### config.mk
export PLATFORM = sky130hd
export DESIGN_NAME = mc_controller
export DESIGN_NICKNAME = d
export VERILOG_FILES = /design/src/rtl/mc_controller_pkg.sv /design/src/rtl/mc_wait_timer.sv /design/src/rtl/mc_controller.sv
export SDC_FILE = /design/constraint.sdc
export NUM_CORES = 1
export LEC_CHECK = 0
export CAP_MARGIN = 20
export CELL_PAD_IN_SITES_DETAIL_PLACEMENT = 0
export CELL_PAD_IN_SITES_GLOBAL_PLACEMENT = 1
export CORE_MARGIN = 2
export CORE_UTILIZATION = 40
export CTS_CLUSTER_SIZE = 16
export DETAILED_ROUTE_END_ITERATION = 8
export PLACE_DENSITY_LB_ADDON = 0.08
export SETUP_SLACK_MARGIN = 0.2
export SYNTH_ARGS = -nofsm -noshare
export SYNTH_HDL_FRONTEND = slang
export SYNTH_HIERARCHICAL = 1
export SYNTH_SLANG_ARGS = --single-unit
### constraint.sdc
create_clock -name clk -period 3.4 [get_ports clk]
set_input_delay 0.34 -clock clk [delete_from_list [all_inputs] [get_ports clk]]
set_output_delay 0.34 -clock clk [all_outputs]
set_load 0.02 [all_outputs]
### src/rtl/mc_controller_pkg.sv
// Shared definitions for the multicycle main controller: opcodes, state encoding,
// datapath select codes and the per-state control word decode.
package mc_controller_pkg;

  localparam logic [5:0] OP_RTYPE = 6'b000000;
  localparam logic [5:0] OP_LW    = 6'b100011;
  localparam logic [5:0] OP_SW    = 6'b101011;
  localparam logic [5:0] OP_BEQ   = 6'b000100;
  localparam logic [5:0] OP_ADDI  = 6'b001000;
  localparam logic [5:0] OP_ORI   = 6'b001101;
  localparam logic [5:0] OP_J     = 6'b000010;

  localparam logic [1:0] ALUOP_ADD   = 2'b00;
  localparam logic [1:0] ALUOP_SUB   = 2'b01;
  localparam logic [1:0] ALUOP_OR    = 2'b10;
  localparam logic [1:0] ALUOP_FUNCT = 2'b11;

  localparam logic [1:0] SRCB_REG   = 2'b00;
  localparam logic [1:0] SRCB_FOUR  = 2'b01;
  localparam logic [1:0] SRCB_IMM   = 2'b10;
  localparam logic [1:0] SRCB_BRIMM = 2'b11;

  localparam logic [1:0] PCSRC_ALU    = 2'b00;
  localparam logic [1:0] PCSRC_ALUOUT = 2'b01;
  localparam logic [1:0] PCSRC_JUMP   = 2'b10;

  typedef enum logic [3:0] {
    S_IDLE    = 4'd0,
    S_FETCH   = 4'd1,
    S_DECODE  = 4'd2,
    S_MEMADR  = 4'd3,
    S_MEMRD   = 4'd4,
    S_MEMWB   = 4'd5,
    S_MEMWR   = 4'd6,
    S_EXECUTE = 4'd7,
    S_ALUWB   = 4'd8,
    S_BRANCH  = 4'd9,
    S_ADDIEX  = 4'd10,
    S_ORIEX   = 4'd11,
    S_IWB     = 4'd12,
    S_JUMP    = 4'd13,
    S_TRAP    = 4'd14
  } state_e;

  typedef struct packed {
    logic       mem_req;
    logic       mem_write;
    logic       iord;
    logic       ir_en;
    logic       pc_write;
    logic       branch;
    logic       reg_write;
    logic       reg_dst;
    logic       mem_to_reg;
    logic       alu_src_a;
    logic [1:0] alu_src_b;
    logic       zext_imm;
    logic [1:0] pc_src;
    logic [1:0] aluop;
  } ctrl_t;

  // Moore control word for a state; ir_en/branch are qualified later by mem_ready/zero.
  function automatic ctrl_t ctrl_decode(state_e s);
    ctrl_t c;
    c = '0;
    case (s)
      S_FETCH: begin
        c.mem_req   = 1'b1;
        c.ir_en     = 1'b1;
        c.alu_src_b = SRCB_FOUR;
        c.aluop     = ALUOP_ADD;
        c.pc_src    = PCSRC_ALU;
      end
      S_DECODE: begin
        c.alu_src_b = SRCB_BRIMM;
        c.aluop     = ALUOP_ADD;
      end
      S_MEMADR: begin
        c.alu_src_a = 1'b1;
        c.alu_src_b = SRCB_IMM;
      end
      S_MEMRD: begin
        c.mem_req = 1'b1;
        c.iord    = 1'b1;
      end
      S_MEMWB: begin
        c.reg_write  = 1'b1;
        c.mem_to_reg = 1'b1;
      end
      S_MEMWR: begin
        c.mem_req   = 1'b1;
        c.mem_write = 1'b1;
        c.iord      = 1'b1;
      end
      S_EXECUTE: begin
        c.alu_src_a = 1'b1;
        c.alu_src_b = SRCB_REG;
        c.aluop     = ALUOP_FUNCT;
      end
      S_ALUWB: begin
        c.reg_write = 1'b1;
        c.reg_dst   = 1'b1;
      end
      S_BRANCH: begin
        c.alu_src_a = 1'b1;
        c.alu_src_b = SRCB_REG;
        c.aluop     = ALUOP_SUB;
        c.pc_src    = PCSRC_ALUOUT;
        c.branch    = 1'b1;
      end
      S_ADDIEX: begin
        c.alu_src_a = 1'b1;
        c.alu_src_b = SRCB_IMM;
      end
      S_ORIEX: begin
        c.alu_src_a = 1'b1;
        c.alu_src_b = SRCB_IMM;
        c.aluop     = ALUOP_OR;
        c.zext_imm  = 1'b1;
      end
      S_IWB: begin
        c.reg_write = 1'b1;
      end
      S_JUMP: begin
        c.pc_src   = PCSRC_JUMP;
        c.pc_write = 1'b1;
      end
      default: c = '0;
    endcase
    return c;
  endfunction

endpackage

### src/rtl/mc_wait_timer.sv
// Watchdog for memory handshakes: counts consecutive wait cycles and flags the
// cycle in which the count would reach WAIT_LIMIT while still waiting.
module mc_wait_timer #(
  parameter int WAIT_LIMIT = 255,
  parameter int CNT_W      = 8
) (
  input  logic clk,
  input  logic rst_n,
  input  logic clr_i,
  input  logic inc_i,
  output logic expire_o
);

  localparam logic [CNT_W-1:0] LIMIT_M1 = CNT_W'(WAIT_LIMIT - 1);

  logic [CNT_W-1:0] cnt_q;
  logic [CNT_W-1:0] cnt_d;

  always_comb begin
    cnt_d = cnt_q;
    if (clr_i) begin
      cnt_d = '0;
    end else if (inc_i) begin
      cnt_d = cnt_q + 1'b1;
    end
  end

  always_ff @(posedge clk or negedge rst_n) begin
    if (!rst_n) begin
      cnt_q <= '0;
    end else begin
      cnt_q <= cnt_d;
    end
  end

  // A ready in the expiry cycle suppresses inc_i, so completion wins over the error.
  assign expire_o = inc_i && (cnt_q == LIMIT_M1);

endmodule

### src/rtl/mc_controller.sv
// Multicycle main control FSM: sequences fetch..writeback, drives datapath enables
// and aluop for aludec, traps unknown opcodes and stalled memory accesses.
//
//  state   | meaning
//  IDLE    | post-reset, one cycle
//  FETCH   | read instruction at PC, PC+4
//  DECODE  | register read, branch target into ALUOut
//  MEMADR  | lw/sw effective address
//  MEMRD   | data read
//  MEMWB   | load writeback to rt
//  MEMWR   | data write
//  EXECUTE | R-type ALU op
//  ALUWB   | R-type writeback to rd
//  BRANCH  | beq compare and conditional PC update
//  ADDIEX  | addi ALU op
//  ORIEX   | ori ALU op, zero-extended immediate
//  IWB     | immediate writeback to rt
//  JUMP    | PC <= jump target
//  TRAP    | terminal until reset (illegal or bus_err)
module mc_controller
  import mc_controller_pkg::*;
#(
  parameter int WAIT_LIMIT = 255,
  parameter int CNT_W      = 8
) (
  input  logic       clk,
  input  logic       rst_n,
  input  logic [5:0] op,
  input  logic       zero,
  input  logic       mem_ready,
  output logic       mem_req,
  output logic       mem_write,
  output logic       iord,
  output logic       ir_write,
  output logic       pc_en,
  output logic       reg_write,
  output logic       reg_dst,
  output logic       mem_to_reg,
  output logic       alu_src_a,
  output logic [1:0] alu_src_b,
  output logic       zext_imm,
  output logic [1:0] pc_src,
  output logic [1:0] aluop,
  output logic       illegal,
  output logic       bus_err
);

  state_e state_q;
  state_e state_d;
  ctrl_t  ctrl_q;
  logic   illegal_q;
  logic   bus_err_q;
  logic   wait_state;
  logic   wd_expire;
  logic   illegal_set;

  assign wait_state = (state_q == S_FETCH) || (state_q == S_MEMRD) || (state_q == S_MEMWR);

  mc_wait_timer #(
    .WAIT_LIMIT(WAIT_LIMIT),
    .CNT_W     (CNT_W)
  ) u_wait_timer (
    .clk     (clk),
    .rst_n   (rst_n),
    .clr_i   (!wait_state || mem_ready),
    .inc_i   (wait_state && !mem_ready),
    .expire_o(wd_expire)
  );

  always_comb begin
    state_d     = state_q;
    illegal_set = 1'b0;
    case (state_q)
      S_IDLE:  state_d = S_FETCH;
      S_FETCH: begin
        if (mem_ready)      state_d = S_DECODE;
        else if (wd_expire) state_d = S_TRAP;
      end
      S_DECODE: begin
        case (op)
          OP_LW, OP_SW: state_d = S_MEMADR;
          OP_RTYPE:     state_d = S_EXECUTE;
          OP_BEQ:       state_d = S_BRANCH;
          OP_ADDI:      state_d = S_ADDIEX;
          OP_ORI:       state_d = S_ORIEX;
          OP_J:         state_d = S_JUMP;
          default: begin
            state_d     = S_TRAP;
            illegal_set = 1'b1;
          end
        endcase
      end
      // op comes from the IR, which is held stable through the instruction.
      S_MEMADR: state_d = (op == OP_LW) ? S_MEMRD : S_MEMWR;
      S_MEMRD: begin
        if (mem_ready)      state_d = S_MEMWB;
        else if (wd_expire) state_d = S_TRAP;
      end
      S_MEMWB: state_d = S_FETCH;
      S_MEMWR: begin
        if (mem_ready)      state_d = S_FETCH;
        else if (wd_expire) state_d = S_TRAP;
      end
      S_EXECUTE: state_d = S_ALUWB;
      S_ALUWB:   state_d = S_FETCH;
      S_BRANCH:  state_d = S_FETCH;
      S_ADDIEX:  state_d = S_IWB;
      S_ORIEX:   state_d = S_IWB;
      S_IWB:     state_d = S_FETCH;
      S_JUMP:    state_d = S_FETCH;
      S_TRAP:    state_d = S_TRAP;
      default:   state_d = S_TRAP;
    endcase
  end

  // Control word is registered from the next state so outputs stay glitch-free
  // and drop asynchronously with reset.
  always_ff @(posedge clk or negedge rst_n) begin
    if (!rst_n) begin
      state_q   <= S_IDLE;
      ctrl_q    <= '0;
      illegal_q <= 1'b0;
      bus_err_q <= 1'b0;
    end else begin
      state_q   <= state_d;
      ctrl_q    <= ctrl_decode(state_d);
      illegal_q <= illegal_q | illegal_set;
      bus_err_q <= bus_err_q | wd_expire;
    end
  end

  assign mem_req    = ctrl_q.mem_req;
  assign mem_write  = ctrl_q.mem_write;
  assign iord       = ctrl_q.iord;
  assign ir_write   = ctrl_q.ir_en & mem_ready;
  assign pc_en      = ctrl_q.pc_write | (ctrl_q.ir_en & mem_ready) | (ctrl_q.branch & zero);
  assign reg_write  = ctrl_q.reg_write;
  assign reg_dst    = ctrl_q.reg_dst;
  assign mem_to_reg = ctrl_q.mem_to_reg;
  assign alu_src_a  = ctrl_q.alu_src_a;
  assign alu_src_b  = ctrl_q.alu_src_b;
  assign zext_imm   = ctrl_q.zext_imm;
  assign pc_src     = ctrl_q.pc_src;
  assign aluop      = ctrl_q.aluop;
  assign illegal    = illegal_q;
  assign bus_err    = bus_err_q;

endmodule
==> impl_metrics.csv, run 1 <==
group,metric,value,unit
synthesis,yosys.area.top_type,"dfrtp_1",
detailed_routing,drtPass1Iterations,4,
timing,fmax,346,MHz
floorplanning,start_util,41.7,%
grt,grt_pass1_vias,1263,
grt,grt_max_degree,31,
cells_and_area,largest_reg_flops,8,
cells_and_area,regArea,752,um^2
critical_path,worstSetupEndpointType,"flop",
pwr,pwr-share-seq,29.0,%
floorplanning,ios,28,
synthesis,synth_seq_cells,30,
clock_network,cts_max_level,2,
clock_network,cts_root_buf,"clkbuf_8",
synthesis,netlist_area,1680,um^2
synthesis,synth_fp_nets,181,
pwr,p_clk_share,21.0,%
floorplanning,fp.dieW,68.8,um
clock_network,cts_buffer_depth,2,
outcome,status,"finished, final reports clean",
grt,grtUsageTotal,17.6,%
timing,setup_viol,0,
timing,slew_headroom,58.1,%
timing,post-route-period-util,84.9,%
detailed_routing,drc,0,
job,max_cap_viol_count,0,
floorplanning,rows,23,
floorplanning,die_h,68.8,um
pwr,max-vdd-ir-drop,493,uV
critical_path,reg2reg_depth,12,
synthesis,netlist_top_cells_area,"dfrtp_1 45%, o21ai_0 3.3%, buf_4 3.1%, nor2_1 2.2%, or3_1 2.2%",
cells_and_area,fillers,379,
synthesis,yosysSeqAreaShare,44.7,%
synthesis,yosys.cell_types.count,51,
grt,grt_antenna_before_repair,0,
synthesis,syn_inst,169,
worst_hold_path,hold_path.class,"in -> async",
critical_path,path_class,"reg -> reg",
clock_network,hold_buffers,0,
timing,worst_pin_slew,0.625,ns
synthesis,synth_edf_count,0,
pwr,internal_power,1.06,mW
critical_path,worst-path-max-fanout,11,
critical_path,worstPathRequired,3.58,ns
detailed_routing,wl_per_cell,14.5,um
timing,fin_hold_ws,0.441,ns
floorplanning,coreArea,4030,um^2
synthesis,yosys_warnings,6,
cells_and_area,antenna_cells,0,
synthesis,synthFlopType,"dfrtp_1",
detailed_routing,routed_wl,3590,um
cells_and_area,drive_gt1_share,15.2,%
cells_and_area,largestRegisters,"u_wait_timer/cnt_q (8), state_q (4)",
critical_path,crit_path_start_kind,"flop",
clock_network,clock-sinks,30,
cells_and_area,final_common_cell,"dfrtp_1",
floorplanning,die_area,4730,um^2
critical_path,worstPathArrival,3.07,ns
grt,grt_pass1_wl,6020,um
grt,grt_overflow,0,
pwr,switchingPower,0.674,mW
timing,hold_violations,0,
synthesis,syn_area_per_cell,9.94,um^2
pwr,powerDensity,825,nW/um^2
clock_network,numCtsBuffers,5,
synthesis,async_flop_share,100,%
detailed_routing,via_count,1372,
clock_network,path_clk_slew,0.06,ns
timing,layout_min_cycle_time,2.89,ns
clock_network,clock_latency,0.29,ns
placed_design,place.gp.congestion,0.774,
cells_and_area,final_cell_mix,"29 x dfrtp_1, 27 x clkdlybuf4s50_1, 11 x buf_4",
pwr,combinationalPowerShare,50.0,%
placed_design,portBuffers,27,
cells_and_area,syn_to_final_growth,25.5,%
timing,fin_skew,0.00358,ns
cells_and_area,finalNetCount,210,
detailed_routing,antenna_left,0,
placed_design,dp_hpwl,2600,um
clock_network,cts_tree,"built",
cells_and_area,multiInputGateArea,801,um^2
pwr,p_leak,0.898,nW
timing,drv_slew,0,
pwr,switching_share,38.8,%
synthesis,netlist.area_leader.share,44.7,%
detailed_routing,drtIter0Drc,67,
detailed_routing,viasPerCell,5.53,
timing,setup_tns,0,ns
timing,rsz0062_at_grt,"false",
cells_and_area,regMostFlops,"u_wait_timer/cnt_q",
cell type report:
class / count / share of cell area (%)
Multi-Input combinational cell: 116 / 38.0
Timing Repair Buffer: 38 / 16.7
Inverter: 7 / 1.25
Tap cell: 50 / 2.97
Clock buffer: 6 / 3.92
Clock inverter: 1 / 1.43
Sequential cell: 30 / 35.7
synthesized netlist by cell type, types with 4 or more instances:
master,count
a21oi_1,6
o21ai_0,11
nor4_1,4
nand3_1,4
nor2_1,10
nand2_1,7
buf_4,7
nand4_1,4
nor3_1,4
a2111oi_0,4
dfrtp_1,30
or3_1,6
buf_2,6
inv_1,7
logic make-up after synthesis:
| group | share of synthesized area [%] |
|---|---|
| AND/OR/NAND/NOR | 24.3 |
| AO/OA/AOI/OAI | 18.8 |
| flip-flops | 44.7 |
| buffers and inverters | 7.60 |
| XOR/XNOR | 3.13 |
| adder cells (fa/ha/maj) | 1.49 |
worst paths after layout:
path / from / to / slack (ns)
max: state_q[2]$_DFF_PN0_ / alu_src_b[0]$_DFF_PN0_ / 0.51
max reg2reg: state_q[2]$_DFF_PN0_ / alu_src_b[0]$_DFF_PN0_ / 0.51
min reg2reg: bus_err$_DFF_PN0_ / bus_err$_DFF_PN0_ / 0.46
max in group asynchronous: rst_n / state_q[2]$_DFF_PN0_ / 2.66
min in group clk: bus_err$_DFF_PN0_ / bus_err$_DFF_PN0_ / 0.46
min: rst_n / reg_dst$_DFF_PN0_ / 0.44
repair_timing:
item                       CTS  global route
setup buffers                0             2
setup endpoints to repair    0             6
gates resized for setup      0             2
through the flow:
stage | instance area, um^2 | instances | setup WS, ns | utilization [%] | power (mW)
6_report | 2110 | 248 | 0.512 | 52.3 | 1.74
5_1_grt | 2110 | 248 | 0.225 | 52.3 | 1.85
4_1_cts | 2090 | 246 | 0.298 | 51.9 | 1.72
3_5_place_dp | 1980 | 239 | 0.312 | 49.1 | 1.35
3_3_place_gp | 1980 | 239 | 0.455 | 49.1 | 1.34
2_1_floorplan | 1680 | 169 | 0.685 | - | 1.10
metal layers:
layer	global-route usage, %	up-vias	share of wire (%)
li1	-	674	-
met1	22.6	663	48
met2	27.2	27	45
met3	4.87	8	4.5
met4	8.82	0	2.2
met5	0	-	0
critical path: stages, from the launching register on:
cell and delay [ns]:
dfrtp_2 0.49, nor2b_1 0.20, a21oi_1 0.07, or3_1 0.46, inv_1 0.12, nand4_1 0.09, nor2_1 0.13, o21ai_0 0.15
a21oi_1 0.23, o21ai_1 0.15, nor2_2 0.26, inv_1 0.15, a211oi_1 0.27
power by group through the flow:
stage	clock network, mW	logic (mW)	registers, mW
2_1_floorplan	0	0.572	0.529
3_3_place_gp	0	0.834	0.506
3_5_place_dp	0	0.840	0.506
4_1_cts	0.373	0.846	0.502
5_1_grt	0.388	0.954	0.512
6_report	0.365	0.869	0.503
Power figures use the tool's default switching activity.
==> run 2, diff against run 1 <==
==> constraint.sdc (replaced) <==
create_clock -name clk -period 2.7 [get_ports clk]
set_input_delay 0.27 -clock clk [delete_from_list [all_inputs] [get_ports clk]]
set_output_delay 0.27 -clock clk [all_outputs]
set_load 0.02 [all_outputs]
==> impl_metrics.csv, run 2 (synthesis gave the netlist of run 1 again) <==
group,metric,value,unit
job,max_cap_viol_count,0,
critical_path,crit_path_start_kind,"flop",
placed_design,placed_cell_area,2060,um^2
detailed_routing,wl_met2,1880,um
cells_and_area,drive_gt1_share,25.5,%
pwr,p_leak,0.969,nW
placed_design,portBuffers,27,
critical_path,worstPathArrival,2.68,ns
pwr,powerDensity,1080,nW/um^2
timing,fin_skew,0.00565,ns
placed_design,place.gp.congestion,0.782,
critical_path,reg2reg_from,"state_q[0]$_DFF_PN0_",
cells_and_area,antenna_cells,0,
timing,hold_violations,0,
cells_and_area,final_common_cell,"dfrtp_1",
detailed_routing,drc,0,
critical_path,worstPathRequired,2.91,ns
detailed_routing,antenna_left,0,
critical_path,critPathTopFamily,"simple AND/OR/NAND/NOR gates",
timing,rsz0062_at_grt,"true",
clock_network,path_clk_slew,0.07,ns
clock_network,cts_max_level,2,
floorplanning,ios,28,
detailed_routing,via_count,1375,
timing,setup_viol,0,
clock_network,cts_buffer_depth,2,
cells_and_area,fillers,354,
clock_network,cts_tree,"built",
floorplanning,fp.dieW,68.8,um
timing,post-route-period-util,91.5,%
detailed_routing,wl_per_cell,14.4,um
timing,drv_slew,0,
floorplanning,rows,23,
grt,grtUsageTotal,18.7,%
grt,grt_max_degree,31,
timing,layout_min_cycle_time,2.47,ns
critical_path,reg2reg_depth,10,
floorplanning,die_h,68.8,um
cells_and_area,finalNetCount,224,
detailed_routing,viasPerCell,5.25,
cells_and_area,syn_to_final_growth,34.6,%
critical_path,cp.depth,10,
worst_hold_path,hold_path.class,"in -> async",
cells_and_area,largestRegisters,"u_wait_timer/cnt_q (8), state_q (4)",
timing,worst_pin_slew,0.515,ns
floorplanning,start_util,41.7,%
grt,grt_overflow,0,
detailed_routing,wl_met3,130,um
timing,setup_tns,0,ns
clock_network,clock_latency,0.28,ns
critical_path,crit_top_cell,"a21oi_2",
cells_and_area,largest_reg_flops,8,
detailed_routing,drtIter0Drc,48,
timing,slew_headroom,65.3,%
critical_path,path_buf_inv,1,
cells_and_area,regMostFlops,"u_wait_timer/cnt_q",
critical_path,worstSetupEndpointType,"flop",
detailed_routing,drtPass1Iterations,4,
detailed_routing,routed_wl,3780,um
grt,grt_pass1_vias,1413,
clock_network,hold_buffers,0,
critical_path,cp_cell_sequence,"nor2b_4 -> a21oi_2 -> or3_4 -> inv_2 -> nand4_1 -> nor2_2 -> nand3b_1 -> o221a_2 -> or4_4 -> a21oi_2",
clock_network,clock-sinks,30,
critical_path,worst-path-max-fanout,7,
critical_path,critPathLaunch,"state_q[0]$_DFF_PN0_",
critical_path,path_class,"reg -> reg",
floorplanning,coreArea,4030,um^2
clock_network,cts_root_buf,"clkbuf_8",
timing,fmax,405,MHz
cells_and_area,postLayoutCellArea,2260,um^2
placed_design,dp_hpwl,2700,um
detailed_routing,top_layer,"met4",
grt,grt_pass1_wl,6420,um
cells_and_area,final_cell_mix,"29 x dfrtp_1, 27 x clkdlybuf4s50_1, 24 x buf_4",
detailed_routing,met1Wirelength,1720,um
clock_network,numCtsBuffers,5,
critical_path,slowest_delay,0.50,ns
pwr,max-vdd-ir-drop,457,uV
outcome,status,"finished, final reports clean",
floorplanning,die_area,4730,um^2
critical_path,crit_slowest_cell,"or4_4",
grt,grt_antenna_before_repair,0,
-- run 2: cell type report --
class	count	area [um^2]	share of cell area (%)
Inverter	7	26.3	1.16
Tap cell	50	62.6	2.77
Sequential cell	30	752	33.3
Clock inverter	1	30.0	1.33
Clock buffer	6	82.6	3.65
Multi-Input combinational cell	116	846	37.4
Timing Repair Buffer	52	462	20.4
-- run 2: metrics by stage --
stage	instances	hold slack, ns	total power, mW	util, %	worst slack, ns
after floorplan	169	-0.0256	1.43	-	0.107
after global placement	248	0.458	1.80	51.0	0.102
after detailed placement	248	0.455	1.80	51.0	0.127
after CTS	255	0.401	2.27	53.8	0.201
after global routing	262	0.421	2.62	56.1	0.0855
final	262	0.380	2.43	56.1	0.229
-- run 2: what timing repair did --
item                                    4_1_cts  5_1_grt
gates resized for setup                       0       15
endpoints found under the setup margin        0       14
setup buffers                                 0        6
-- run 2: final timing paths --
path                                         to  slack (ns)
setup / recovery             aluop[0]$_DFF_PN0_        0.23
hold / removal                mem_req$_DFF_PN0_        0.38
max in group asynchronous  state_q[0]$_DFF_PN0_        2.01
min in group clk              bus_err$_DFF_PN0_        0.47
hold reg to reg               bus_err$_DFF_PN0_        0.47
setup reg to reg             aluop[0]$_DFF_PN0_        0.23
-- run 2: where the power goes --
part | total, mW | switching, mW | leakage, nW | internal [mW]
combinational | 1.34 | 0.692 | 0.513 | 0.653
sequential | 0.627 | 0.0600 | 0.399 | 0.567
clock | 0.462 | 0.167 | 0.0573 | 0.295
total | 2.43 | 0.919 | 0.969 | 1.52
-- run 2: routing by layer --
| layer | global-route usage (%) | vias to the layer above |
|---|---|---|
| li1 | - | 700 |
| met1 | 23.2 | 645 |
| met2 | 30.5 | 25 |
| met3 | 5.84 | 5 |
| met4 | 6.86 | 0 |
| met5 | 0 | - |
